--- config.mk ---
export PLATFORM = sky130hd
export DESIGN_NAME = bird_motion
export DESIGN_NICKNAME = d
export VERILOG_FILES = /design/src/rtl/flappy_pkg.sv /design/src/rtl/bird_tick_gen.sv /design/src/rtl/bird_motion.sv
export SDC_FILE = /design/constraint.sdc
export NUM_CORES = 1
export LEC_CHECK = 0
export CAP_MARGIN = 20
export CELL_PAD_IN_SITES_DETAIL_PLACEMENT = 1
export CELL_PAD_IN_SITES_GLOBAL_PLACEMENT = 2
export CORE_MARGIN = 5
export CORE_UTILIZATION = 36
export CTS_BUF_LIST = sky130_fd_sc_hd__clkbuf_16
export CTS_CLUSTER_DIAMETER = 30
export DETAILED_ROUTE_END_ITERATION = 10
export PLACE_DENSITY_LB_ADDON = 0.15
export SYNTH_ARGS = -nofsm -noshare
export SYNTH_HDL_FRONTEND = slang
export SYNTH_SLANG_ARGS = --single-unit
--- constraint.sdc ---
create_clock -name board_clk -period 14.7 [get_ports board_clk]
set_clock_uncertainty 0.2 [all_clocks]
set_input_delay 1.47 -clock board_clk [delete_from_list [all_inputs] [get_ports board_clk]]
set_output_delay 1.47 -clock board_clk [all_outputs]
set_load 0.01 [all_outputs]
--- src/rtl/flappy_pkg.sv ---
// flappy_pkg: shared state encoding, screen limits and default bird physics constants.
package flappy_pkg;
  typedef enum logic [1:0] {S_INITIAL, S_FLIGHT, S_STOP} state_t;
  localparam int SCREEN_W = 640;
  localparam int SCREEN_H = 480;
  localparam int DEF_TICK_DIV = 833333;
  localparam int DEF_BIRD_X = 160;
  localparam int DEF_Y_INIT = 240;
  localparam int DEF_HALF = 10;
  localparam int DEF_GRAVITY = 1;
  localparam int DEF_JUMP_VEL = -8;
  localparam int DEF_VMAX = 8;
  localparam int DEF_Y_MIN = 10;
  localparam int DEF_Y_MAX = 470;
endpackage

--- src/rtl/bird_tick_gen.sv ---
// bird_tick_gen: divides board_clk into a one-cycle physics tick strobe every TICK_DIV cycles.
module bird_tick_gen #(
  parameter int TICK_DIV = 833333
) (
  input  logic board_clk,
  input  logic Reset,
  output logic tick
);
  localparam int W = TICK_DIV > 1 ? $clog2(TICK_DIV) : 1;
  logic [W-1:0] cnt;
  logic wrap;
  assign wrap = cnt == W'(TICK_DIV - 1);
  always_ff @(posedge board_clk or posedge Reset)
    if (Reset) begin
      cnt <= '0;
      tick <= 1'b0;
    end else begin
      cnt <= wrap ? '0 : cnt + 1'b1;
      tick <= wrap;
    end
endmodule

--- src/rtl/bird_motion.sv ---
// bird_motion: bird game FSM with tick-driven gravity/jump physics and a registered bounding box.
module bird_motion import flappy_pkg::*; #(
  parameter int TICK_DIV = DEF_TICK_DIV,
  parameter int BIRD_X = DEF_BIRD_X,
  parameter int Y_INIT = DEF_Y_INIT,
  parameter int HALF = DEF_HALF,
  parameter int GRAVITY = DEF_GRAVITY,
  parameter int JUMP_VEL = DEF_JUMP_VEL,
  parameter int VMAX = DEF_VMAX,
  parameter int Y_MIN = DEF_Y_MIN,
  parameter int Y_MAX = DEF_Y_MAX
) (
  input  logic       board_clk,
  input  logic       Reset,
  input  logic       start,
  input  logic       ack,
  input  logic       jump,
  input  logic       stop,
  output logic [9:0] bird_x_l,
  output logic [9:0] bird_x_r,
  output logic [9:0] bird_y_t,
  output logic [9:0] bird_y_b,
  output logic [9:0] velocity,
  output logic       q_initial,
  output logic       q_flight,
  output logic       q_stop,
  output logic       tick
);
  if (Y_MIN < HALF || Y_MAX + HALF > SCREEN_H) begin : g_bad_limits
    $error("bird_motion: vertical limits let the box leave the screen");
  end
  localparam logic signed [10:0] G = 11'(GRAVITY);
  localparam logic signed [10:0] JV = 11'(JUMP_VEL);
  localparam logic signed [10:0] VM = 11'(VMAX);
  localparam logic signed [10:0] YLO = 11'(Y_MIN);
  localparam logic signed [10:0] YHI = 11'(Y_MAX);
  state_t state, state_n;
  logic [9:0] y, y_n, vel, vel_n;
  logic jp, jp_n;
  logic signed [10:0] vel_s, vel_g, vel_c, y_c;
  bird_tick_gen #(.TICK_DIV(TICK_DIV)) u_tick (
    .board_clk(board_clk),
    .Reset(Reset),
    .tick(tick)
  );
  // 11-bit signed sums so an overshoot past either limit is seen before clamping
  always_comb begin
    vel_s = {vel[9], vel};
    vel_g = (vel_s + G > VM) ? VM : vel_s + G;
    vel_c = jp ? JV : vel_g;
    y_c = $signed({1'b0, y}) + vel_c;
    state_n = state;
    y_n = y;
    vel_n = vel;
    jp_n = 1'b0;
    unique case (state)
      S_INITIAL: begin
        y_n = 10'(Y_INIT);
        vel_n = '0;
        state_n = start ? S_FLIGHT : S_INITIAL;
      end
      S_FLIGHT: begin
        jp_n = jump | (jp & ~tick);
        if (stop) begin
          state_n = S_STOP;
          jp_n = 1'b0;
        end else if (tick) begin
          y_n = y_c <= YLO ? 10'(Y_MIN) : y_c >= YHI ? 10'(Y_MAX) : 10'(y_c);
          vel_n = (y_c <= YLO || y_c >= YHI) ? '0 : 10'(vel_c);
          if (y_c > YLO && y_c >= YHI) begin
            state_n = S_STOP;
            jp_n = 1'b0;
          end
        end
      end
      S_STOP: begin
        state_n = ack ? S_INITIAL : S_STOP;
        y_n = ack ? 10'(Y_INIT) : y;
        vel_n = ack ? '0 : vel;
      end
      default: state_n = S_INITIAL;
    endcase
  end
  always_ff @(posedge board_clk or posedge Reset)
    if (Reset) begin
      state <= S_INITIAL;
      y <= 10'(Y_INIT);
      vel <= '0;
      jp <= 1'b0;
      bird_y_t <= 10'(Y_INIT - HALF);
      bird_y_b <= 10'(Y_INIT + HALF);
    end else begin
      state <= state_n;
      y <= y_n;
      vel <= vel_n;
      jp <= jp_n;
      bird_y_t <= y_n - 10'(HALF);
      bird_y_b <= y_n + 10'(HALF);
    end
  assign bird_x_l = 10'(BIRD_X - HALF);
  assign bird_x_r = 10'(BIRD_X + HALF);
  assign velocity = vel;
  assign q_initial = state == S_INITIAL;
  assign q_flight = state == S_FLIGHT;
  assign q_stop = state == S_STOP;
endmodule

[Word level (Yosys, flattened, before mapping)]
Cells that the tools add are included.
Operators by class
  $add $sub $neg: 5
  multipliers: 0
  divide/modulo/power cells: 0
  $lt $le $gt $ge: 4
  equality and inequality tests: 8
  shifts and indexed selects: 0
  muxes and demuxes: 24
  bitwise logic cells: 3
  reduce and logical (&&, ||, !) cells: 6
Operators with widths (number)
  $mux 10: 9
  $pmux 10 s3: 2
  $gt 11x5->1 const B: 2
  $mux 11: 2
  $add 20x1->20 const B: 1
  $eq 20x20->1 const B: 1
  $mux 20: 1
  $add 10x2->11 const B: 1
  $add 11x11->11: 1
  $ge 11x10->1 const B: 1
  $le 11x5->1 const B: 1
  $add 10x4->10 const B: 1
  $sub 10x4->10 const B: 1
  $mux 2: 4
  $ne 3x2->1 const B: 2
  $pmux 2 s3: 1
  $mux 1: 5
  $ne 2x2->1 const B: 2
  $reduce_and 4->1: 1
  $reduce_bool 3->1: 1
  $eq 2x1->1 const B: 1
  $eq 2x2->1 const B: 1
  $logic_not 2->1: 1
  $ne 2x1->1 const B: 1
  6 further kinds: 6
Word-level totals
  register bits after elaboration: 64
  latch bits: 0
  memory bits (writable): 0
  ROM bits: 0
  output and inout bits: 54
  memories: 0

[Depth between registers and ports, before layout]
Gate-level depths: netlist (run 1).
  depth after elaboration: 12
  mapped depth: 21
  gate-level depth less buffers: 21

[Cells and area by module]
Synthesis (run 1) repeated with hierarchy kept, for this count alone.
Second synthesis, totals
  cells, all modules: 423
  area total of the unflattened synthesis: 4088.9 um^2
By module, submodules not included
  bird_motion: times used 1, cells each 319, area each 3022.9 um^2
  bird_tick_gen: times used 1, cells each 104, area each 1066.0 um^2

[Worst setup path after synthesis (run 1)]
OpenSTA, ideal clock, no wires.
  path type: reg-to-reg
  start point: register vel[0], in the netlist velocity[0]
  end point: register bird_y_t[9]
  library setup time: 123 ps
  arrival: 4698 ps
  required time: 14377 ps
  setup slack: 9679 ps
  stages on the path, launching flop included: 21
  clock period less this slack: 5021 ps
  cells stage by stage: dfrtp_1 -> ha_1 -> a32o_1 -> a211oi_1 -> nor4_1 -> a21oi_1 -> o2bb2ai_1 -> nand2_1 -> nor2_1 -> ha_1 -> fa_1 -> a211oi_1 -> o21bai_1 -> a221oi_1 -> mux2i_1 -> a41oi_1 -> inv_1 -> ha_1 -> nor3_1 -> or4_1 -> xnor2_1
Between the ends
  longest elaborated chain between the ends: 12
  elaborated cells between the ends (all ways): 13
  classes of those cells: 3 x add/sub; 3 x order compare; 7 x mux
Ends and longest elaborated chain
  from (decl): RTL line bird_motion.sv:38  | logic [9:0] y, y_n, vel, vel_n;
  from (signal assigned): RTL line bird_motion.sv:95  | vel <= vel_n;
  $add 10x2->11 (*): RTL line bird_motion.sv:49  | vel_g = (vel_s + G > VM) ? VM : vel_s + G;
  $gt 11x5->1: RTL line bird_motion.sv:49
  $mux 11 (*): RTL line bird_motion.sv:49
  $mux 11 (*): RTL line bird_motion.sv:50  | vel_c = jp ? JV : vel_g;
  $add 11x11->11 (*): RTL line bird_motion.sv:51  | y_c = $signed({1'b0, y}) + vel_c;
  $ge 11x10->1: RTL line bird_motion.sv:68  | y_n = y_c <= YLO ? 10'(Y_MIN) : y_c >= YHI ? 10'(Y_MAX) : 10'(y_c);
  $mux 10: RTL line bird_motion.sv:68
  $mux 10 (*): RTL line bird_motion.sv:68
  $mux 10 (*): RTL line bird_motion.sv:67  | end else if (tick) begin
  $mux 10 (*): RTL line bird_motion.sv:64  | if (stop) begin
  $pmux 10 s3 (*): RTL line bird_motion.sv:56  | unique case (state)
  via y_n[1]: RTL line bird_motion.sv:38
  $sub 10x4->10 (*): RTL line bird_motion.sv:97  | bird_y_t <= y_n - 10'(HALF);
  to (signal assigned): RTL line bird_motion.sv:90  | bird_y_t <= 10'(Y_INIT - HALF);
  to (signal assigned): RTL line bird_motion.sv:97
  to (decl): RTL line bird_motion.sv:21  | output logic [9:0] bird_y_t,
Mark *: on every way through the listed nets, which the timed path passes. The rest lies on a longest branch.
A chain may end at the register's enable or synchronous reset.

[Worst setup path after layout (run 1)]
Ends and elaborated chain as after synthesis.

==> flow_metrics.env, run 1 <==
export IMPL_worstMarginPinSlew_ns=0.786
export IMPL_rsz0062_at_grt="no"
export IMPL_die_area_um2=12700
export IMPL_ir_drop_mv=0.0488
export IMPL_fill_cells=1186
export IMPL_final_nets=462
export IMPL_cts_tree="built"
export IMPL_worstSetupStartpointType="flop"
export IMPL_synth_seq_cells=61
export IMPL_dieWidth_um=113
export IMPL_initial_utilization_pct=36.9
export IMPL_slowest_delay_ns=0.57
export IMPL_period_share_pct=38.8
export IMPL_setup_tns_final_ns=0
export IMPL_ff2ff_setup_slack_ns=8.99
export IMPL_p_per_area_nw_per_um2=105
export IMPL_p_leak_nw=1.98
export IMPL_die_h_um=113
export IMPL_synth_area_top_cells="dfrtp_1, dfstp_2, xnor2_1, ha_1, buf_4"
export IMPL_ant_nets=0
export IMPL_crit_top_cell="ha_1"
export IMPL_outcome="completed"
export IMPL_multiInputGateArea_um2=2060
export IMPL_final_hold_viol_count=0
export IMPL_dr_pass1_iters=4
export IMPL_seq_area_um2=1540
export IMPL_postCtsSetupBuffers=0
export IMPL_ys_flop_type="dfrtp_1"
export IMPL_clock_latency_ns=0.32
export IMPL_gr_total_overflow=0
export IMPL_synth_seq_area_share_pct=40.5
export IMPL_layout_commonest_cell="dfrtp_1"
export IMPL_clk_pin_slew_worst_paths_ns=0.06
export IMPL_crit_cells=20
export IMPL_syn_area_um2=3810
export IMPL_cts_buffers=9
export IMPL_drt_iter0_markers=130
export IMPL_endpoint_kind="flop"
export IMPL_drv_slew=0
export IMPL_grt_max_degree=62
export IMPL_r2r_cells=20
export IMPL_antenna_found_initial=0
export IMPL_synthCells=402
export IMPL_setup_viol=0
export IMPL_wl_per_cell_um=17.2
export IMPL_cp_top_family="compound AO/OA/AOI/OAI gates"
export IMPL_fmax_mhz=175
export IMPL_drive_gt1_share_pct=9.01
export IMPL_cts_root_buffer="clkbuf_16"
export IMPL_path_class="flop to flop"
export IMPL_yosys_area_top_type="dfrtp_1"
export IMPL_grt_pass1_wl_um=16700
export IMPL_cts_sinks=61
export IMPL_critical_path_cell_chain="ha_1 -> a32o_1 -> a211oi_1 -> nor4_1 -> a21oi_1 -> o2bb2ai_1 -> nand2_1 -> nor2_1 -> ha_1 -> fa_1 -> a211oi_1 -> o21bai_1 -> a221oi_1 -> mux2i_1 -> a41oi_1 -> inv_1 -> ha_1 -> nor3_1 -> or4_1 -> xnor2_1"
export IMPL_crit_slowest_cell="mux2i_1"
export IMPL_n_antenna_cell=0
export IMPL_yosys_warnings=0
export IMPL_postCtsHoldBufs=0
export IMPL_slew_limit_headroom_pct=47.2
export IMPL_cts_repair_resize_count=0
export IMPL_synth_top_area_share_pct=30.9
export IMPL_io_pins=60
export IMPL_rows=37
export IMPL_grtUsageTotal_pct=16.3
export IMPL_io_buffers=39
export IMPL_viasPerCell=5.24
export IMPL_drc=0
export IMPL_clk_path_buf_depth=2
export IMPL_wl_um=10000
export IMPL_worstHoldPathCells=1
export IMPL_grt_pass1_vias=3265
export IMPL_critPathBufInv=1
export IMPL_mostFrequentLayoutCells="dfrtp_1, nor2_1, clkdlybuf4s50_1"
export IMPL_post_route_min_period_ns=5.71
export IMPL_areaGrowthSynthToFinish_pct=18.4
export IMPL_hold_class="flop to flop"
export IMPL_async_flop_share_pct=100
export IMPL_num_vias=3037
export IMPL_core_um2=10300
export IMPL_cp_arrival_ns=5.71
export IMPL_avgSynthCellArea_um2=9.48
export IMPL_synth_edf_count=0
export IMPL_synth_cell_types=62
export IMPL_drv_cap=0
export IMPL_dp_hpwl_um=7490
export IMPL_crit_fanout=9
export IMPL_place_congestion=0.861
export IMPL_final_util_pct=43.7
export IMPL_cts_max_level=3
export IMPL_cp_required_ns=14.70
[routing by layer]
metal	vias to the layer above	global-route usage [%]	wire length, µm
met3	12	3.16	318
met1	1513	21.3	4770
met4	0	4.97	162
li1	1462	-	-
met5	-	0	0
met2	50	27.1	4750
[cells in the mapped netlist, types with 3 or more instances]
master	count
and3_1	8
xor2_1	19
a21oi_1	16
a21o_1	5
xnor2_1	27
and4_1	3
o21ai_0	15
a211oi_1	4
and2_1	3
nand3_1	10
dfrtp_1	47
a31oi_1	3
nor3_1	7
ha_1	16
dfstp_2	14
clkbuf_1	6
o211ai_1	5
buf_4	23
nor2_1	42
nand2_1	34
nand2b_1	5
nand4_1	9
o22ai_1	4
a22o_1	12
inv_1	13
buf_6	3
[stage by stage]
step                hold WS [ns]  power (mW)  cell area [µm²]  setup WS, ns  instances
floorplan                  0.260       0.246             3880          9.68        420
global placement           0.292       0.271             4230          9.27        564
detailed placement         0.306       0.271             4230          9.09        564
CTS                        0.316       0.480             4510          9.03        580
global route               0.338       0.500             4510          8.63        580
finish                     0.305       0.474             4510          8.99        580
[path summary, 6_finish.rpt]
check,end,startpoint
setup / recovery,bird_y_t[9],velocity[0]
hold / removal,u_tick.cnt[17],u_tick.cnt[17]
setup reg to reg,bird_y_t[9],velocity[0]
hold reg to reg,u_tick.cnt[17],u_tick.cnt[17]
max in group asynchronous,state[0],Reset
min in group asynchronous,velocity[3],Reset
[worst reg2reg max path, cell delays in order, from the launching register on]
cell	delay [ns]
dfrtp_1	0.47
ha_1	0.29
a32o_1	0.23
a211oi_1	0.27
nor4_1	0.08
a21oi_1	0.15
o2bb2ai_1	0.13
nand2_1	0.11
nor2_1	0.08
ha_1	0.24
fa_1	0.46
a211oi_1	0.25
o21bai_1	0.16
a221oi_1	0.50
mux2i_1	0.57
a41oi_1	0.33
inv_1	0.15
ha_1	0.20
nor3_1	0.09
or4_1	0.49
xnor2_1	0.14
[state kept, by name (all words and copies together) (netlist names), named ones only]
signal,count
bird_y_b,9
bird_y_t,8
jp,1
state,2
u_tick.cnt,20
u_tick.tick,1
velocity,10
y,9
[final cells by class]
cell class,count,share of cell area (%)
multi-input cells,312,45.5
flip-flops and latches,61,34.2
clock inverters,7,1.36
well taps,136,3.77
repair buffers,41,8.98
inverters,14,1.16
clock buffers,9,4.99
[report_power, final]
group	leakage [nW]	internal, mW	total (mW)	switching, mW
clock network	0.141	0.129	0.205	0.0764
registers	0.787	0.170	0.174	0.00388
logic	1.06	0.0315	0.0948	0.0633
total	1.98	0.331	0.474	0.144
[kinds of logic after synthesis]
group	synth area share (%)
multiplexers	0.820
XOR/XNOR	10.6
buffers and inverters	7.52
adder cells (fa/ha/maj)	5.78
flip-flops	40.5
AND/OR/NAND/NOR	18.3
AO/OA/AOI/OAI	16.3
other	0.197
Power figures use the tool's default switching activity.
==> inputs of run 2 (changes only) <==
--- a/config.mk
+++ b/config.mk
@@ -9,7 +9,7 @@
 export CELL_PAD_IN_SITES_DETAIL_PLACEMENT = 1
 export CELL_PAD_IN_SITES_GLOBAL_PLACEMENT = 2
 export CORE_MARGIN = 5
-export CORE_UTILIZATION = 36
+export CORE_UTILIZATION = 30
 export CTS_BUF_LIST = sky130_fd_sc_hd__clkbuf_16
 export CTS_CLUSTER_DIAMETER = 30
 export DETAILED_ROUTE_END_ITERATION = 10
==> constraint.sdc (replaced) <==
create_clock -name board_clk -period 4.6 [get_ports board_clk]
set_clock_uncertainty 0.2 [all_clocks]
set_input_delay 0.46 -clock board_clk [delete_from_list [all_inputs] [get_ports board_clk]]
set_output_delay 0.46 -clock board_clk [all_outputs]
set_load 0.01 [all_outputs]
==> run 2 against run 1 <==
The flow now finishes with violations (setup timing). Sequential share of layout area down 6.4 points. Core utilization up 0.66 points. Non-clock buffer count up 75. Cell count up 19%. Global-route usage down 0.14 points. Sequential power rose to 3.2 times the previous value. Count of clock-buffer cells in the layout unchanged. Clock power rose to 3.3 times the previous value. Die area up 18%. Critical path depth up 1. Highest routed layer unchanged.
==> flow_metrics.env, run 2 (same netlist as run 1, synthesis figures left out) <==
export IMPL_outcome="finished with violations"
export IMPL_io_buffers=39
export IMPL_mostFrequentLayoutCells="buf_4, dfrtp_1, clkdlybuf4s50_1"
export IMPL_post_route_min_period_ns=4.87
export IMPL_instances_no_fill=691
export IMPL_final_area_um2=5560
export IMPL_fmax_mhz=205
export IMPL_p_seq_share_pct=33.6
export IMPL_cts_root_buffer="clkbuf_16"
export IMPL_num_vias=3370
export IMPL_initial_utilization_pct=30.5
export IMPL_critical_path_cell_chain="ha_4 -> a32o_2 -> a211oi_2 -> nor4_2 -> a21oi_1 -> o2bb2ai_2 -> nand2_2 -> nor2_4 -> ha_4 -> fa_2 -> a211oi_4 -> o21bai_4 -> buf_12 -> xor2_4 -> nor4_4 -> nand4_1 -> a32o_2 -> buf_4 -> o211ai_1 -> or3b_4 -> xnor2_2"
export IMPL_antenna_found_initial=0
export IMPL_worstMarginPinSlew_ns=0.882
export IMPL_grt_max_degree=42
export IMPL_hold_class="flop to flop"
export IMPL_dr_pass1_iters=7
export IMPL_die_h_um=123
export IMPL_fill_cells=1453
export IMPL_use_met1_pct=21.1
export IMPL_ant_nets=0
export IMPL_grt_pass1_vias=3600
export IMPL_multiInputGateArea_um2=2420
export IMPL_drc=0
export IMPL_use_met2_pct=26.3
export IMPL_period_share_pct=106
export IMPL_grtUsageTotal_pct=16.1
export IMPL_setup_viol=18
export IMPL_dp_cells=660
export IMPL_areaGrowthSynthToFinish_pct=45.7
export IMPL_largest_reg_flops=20
export IMPL_gr_total_overflow=0
export IMPL_rows=41
export IMPL_cts_buffers=9
export IMPL_regMostFlops="u_tick.cnt"
export IMPL_path_class="flop to flop"
export IMPL_cts_tree="built"
export IMPL_wl_per_cell_um=17.3
export IMPL_cts_sinks=61
export IMPL_ff2ff_setup_slack_ns=-0.27
export IMPL_p_leak_nw=2.44
export IMPL_rsz0062_at_grt="yes"
export IMPL_postPlaceCellArea_um2=4830
export IMPL_violations="setup timing"
export IMPL_slowest_delay_ns=0.47
export IMPL_setup_tns_final_ns=-2.79
export IMPL_whs_ns=0.322
export IMPL_drv_slew=0
export IMPL_crit_slowest_cell="dfrtp_2"
export IMPL_drive_gt1_share_pct=31.4
export IMPL_dp_slack_ns=-0.332
export IMPL_totalPowerFinal_mw=1.66
export IMPL_postCtsHoldBufs=0
export IMPL_layout_commonest_cell="buf_4"
export IMPL_drt_iter0_markers=121
export IMPL_drv_cap=0
export IMPL_crit_fanout=5
export IMPL_final_util_pct=44.4
export IMPL_cts_max_level=3
export IMPL_cp_top_family="compound AO/OA/AOI/OAI gates"
export IMPL_top_usage_layer="met2"
export IMPL_endpoint_kind="flop"
export IMPL_p_per_area_nw_per_um2=298
export IMPL_dp_hpwl_um=8750
export IMPL_clk_path_buf_depth=2
export IMPL_intPower_mw=1.13
export IMPL_place_congestion=0.784
export IMPL_die_area_um2=15100
export IMPL_setup_ws_ns=-0.268
export IMPL_core_um2=12500
export IMPL_p_sw_mw=0.523
export IMPL_seq_area_um2=1550
export IMPL_n_antenna_cell=0
export IMPL_worstSetupStartpointType="flop"
export IMPL_ir_drop_mv=0.135
export IMPL_viasPerCell=4.88
export IMPL_pwr_share_clk_pct=40.8
export IMPL_cp_required_ns=4.61
export IMPL_dieWidth_um=123
export IMPL_p_comb_share_pct=25.6
export IMPL_grt_pass1_wl_um=18900
export IMPL_clock_latency_ns=0.33
export IMPL_final_nets=537
export IMPL_slew_limit_headroom_pct=41.1
export IMPL_use_met3_pct=2.90
export IMPL_wl_um=12000
export IMPL_critPathBufInv=2
export IMPL_clk_pin_slew_worst_paths_ns=0.05
export IMPL_io_pins=60
export IMPL_sw_frac_of_total_pct=31.6
export IMPL_final_hold_viol_count=0
export IMPL_cp_arrival_ns=4.87
## run 2: repair_timing
action                     CTS  global route
hold endpoints to repair     0             0
pin swaps                   13            12
setup endpoints to repair   14            28
setup buffers               10             6
resized for setup           25            37
## run 2: worst paths after layout
check | to | startpoint | cells past startpoint
worst min-delay path | u_tick.cnt[17] | u_tick.cnt[17] | 1
worst max-delay path | bird_y_t[8] | velocity[0] | 21
worst max register to register | bird_y_t[8] | velocity[0] | 21
worst min register to register | u_tick.cnt[17] | u_tick.cnt[17] | 1
min in group asynchronous | bird_y_t[9] | Reset | 2
max in group asynchronous | velocity[1] | Reset | 3
## run 2: power by group through the flow
stage               clock network [mW]  registers, mW  logic, mW
floorplan                            0          0.557      0.240
global placement                     0          0.566      0.364
detailed placement                   0          0.566      0.365
CTS                              0.694          0.557      0.390
global route                     0.719          0.558      0.461
finish                           0.676          0.557      0.425
## run 2: layout make-up
cell class	instances	area share (%)
multi-input cells	312	43.5
flip-flops and latches	61	27.8
repair buffers	116	18.6
clock buffers	9	4.05
well taps	172	3.87
clock inverters	7	1.19
inverters	14	0.946
## run 2: per-layer routing
metal	share of wire [%]	vias to the layer above
met1	47	1680
met2	48	63
met5	0	-
li1	-	1615
met3	3.0	12
met4	1.9	0
## run 2: worst register-to-register path, delay by kind of cell (launching register included)
kind | cells | cell delay [ns]
flops | 1 | 0.47
simple gates | 6 | 1.08
fa+ha+maj | 3 | 0.74
xor+xnor | 2 | 0.32
buf+inv | 2 | 0.30
compound gates | 8 | 1.67
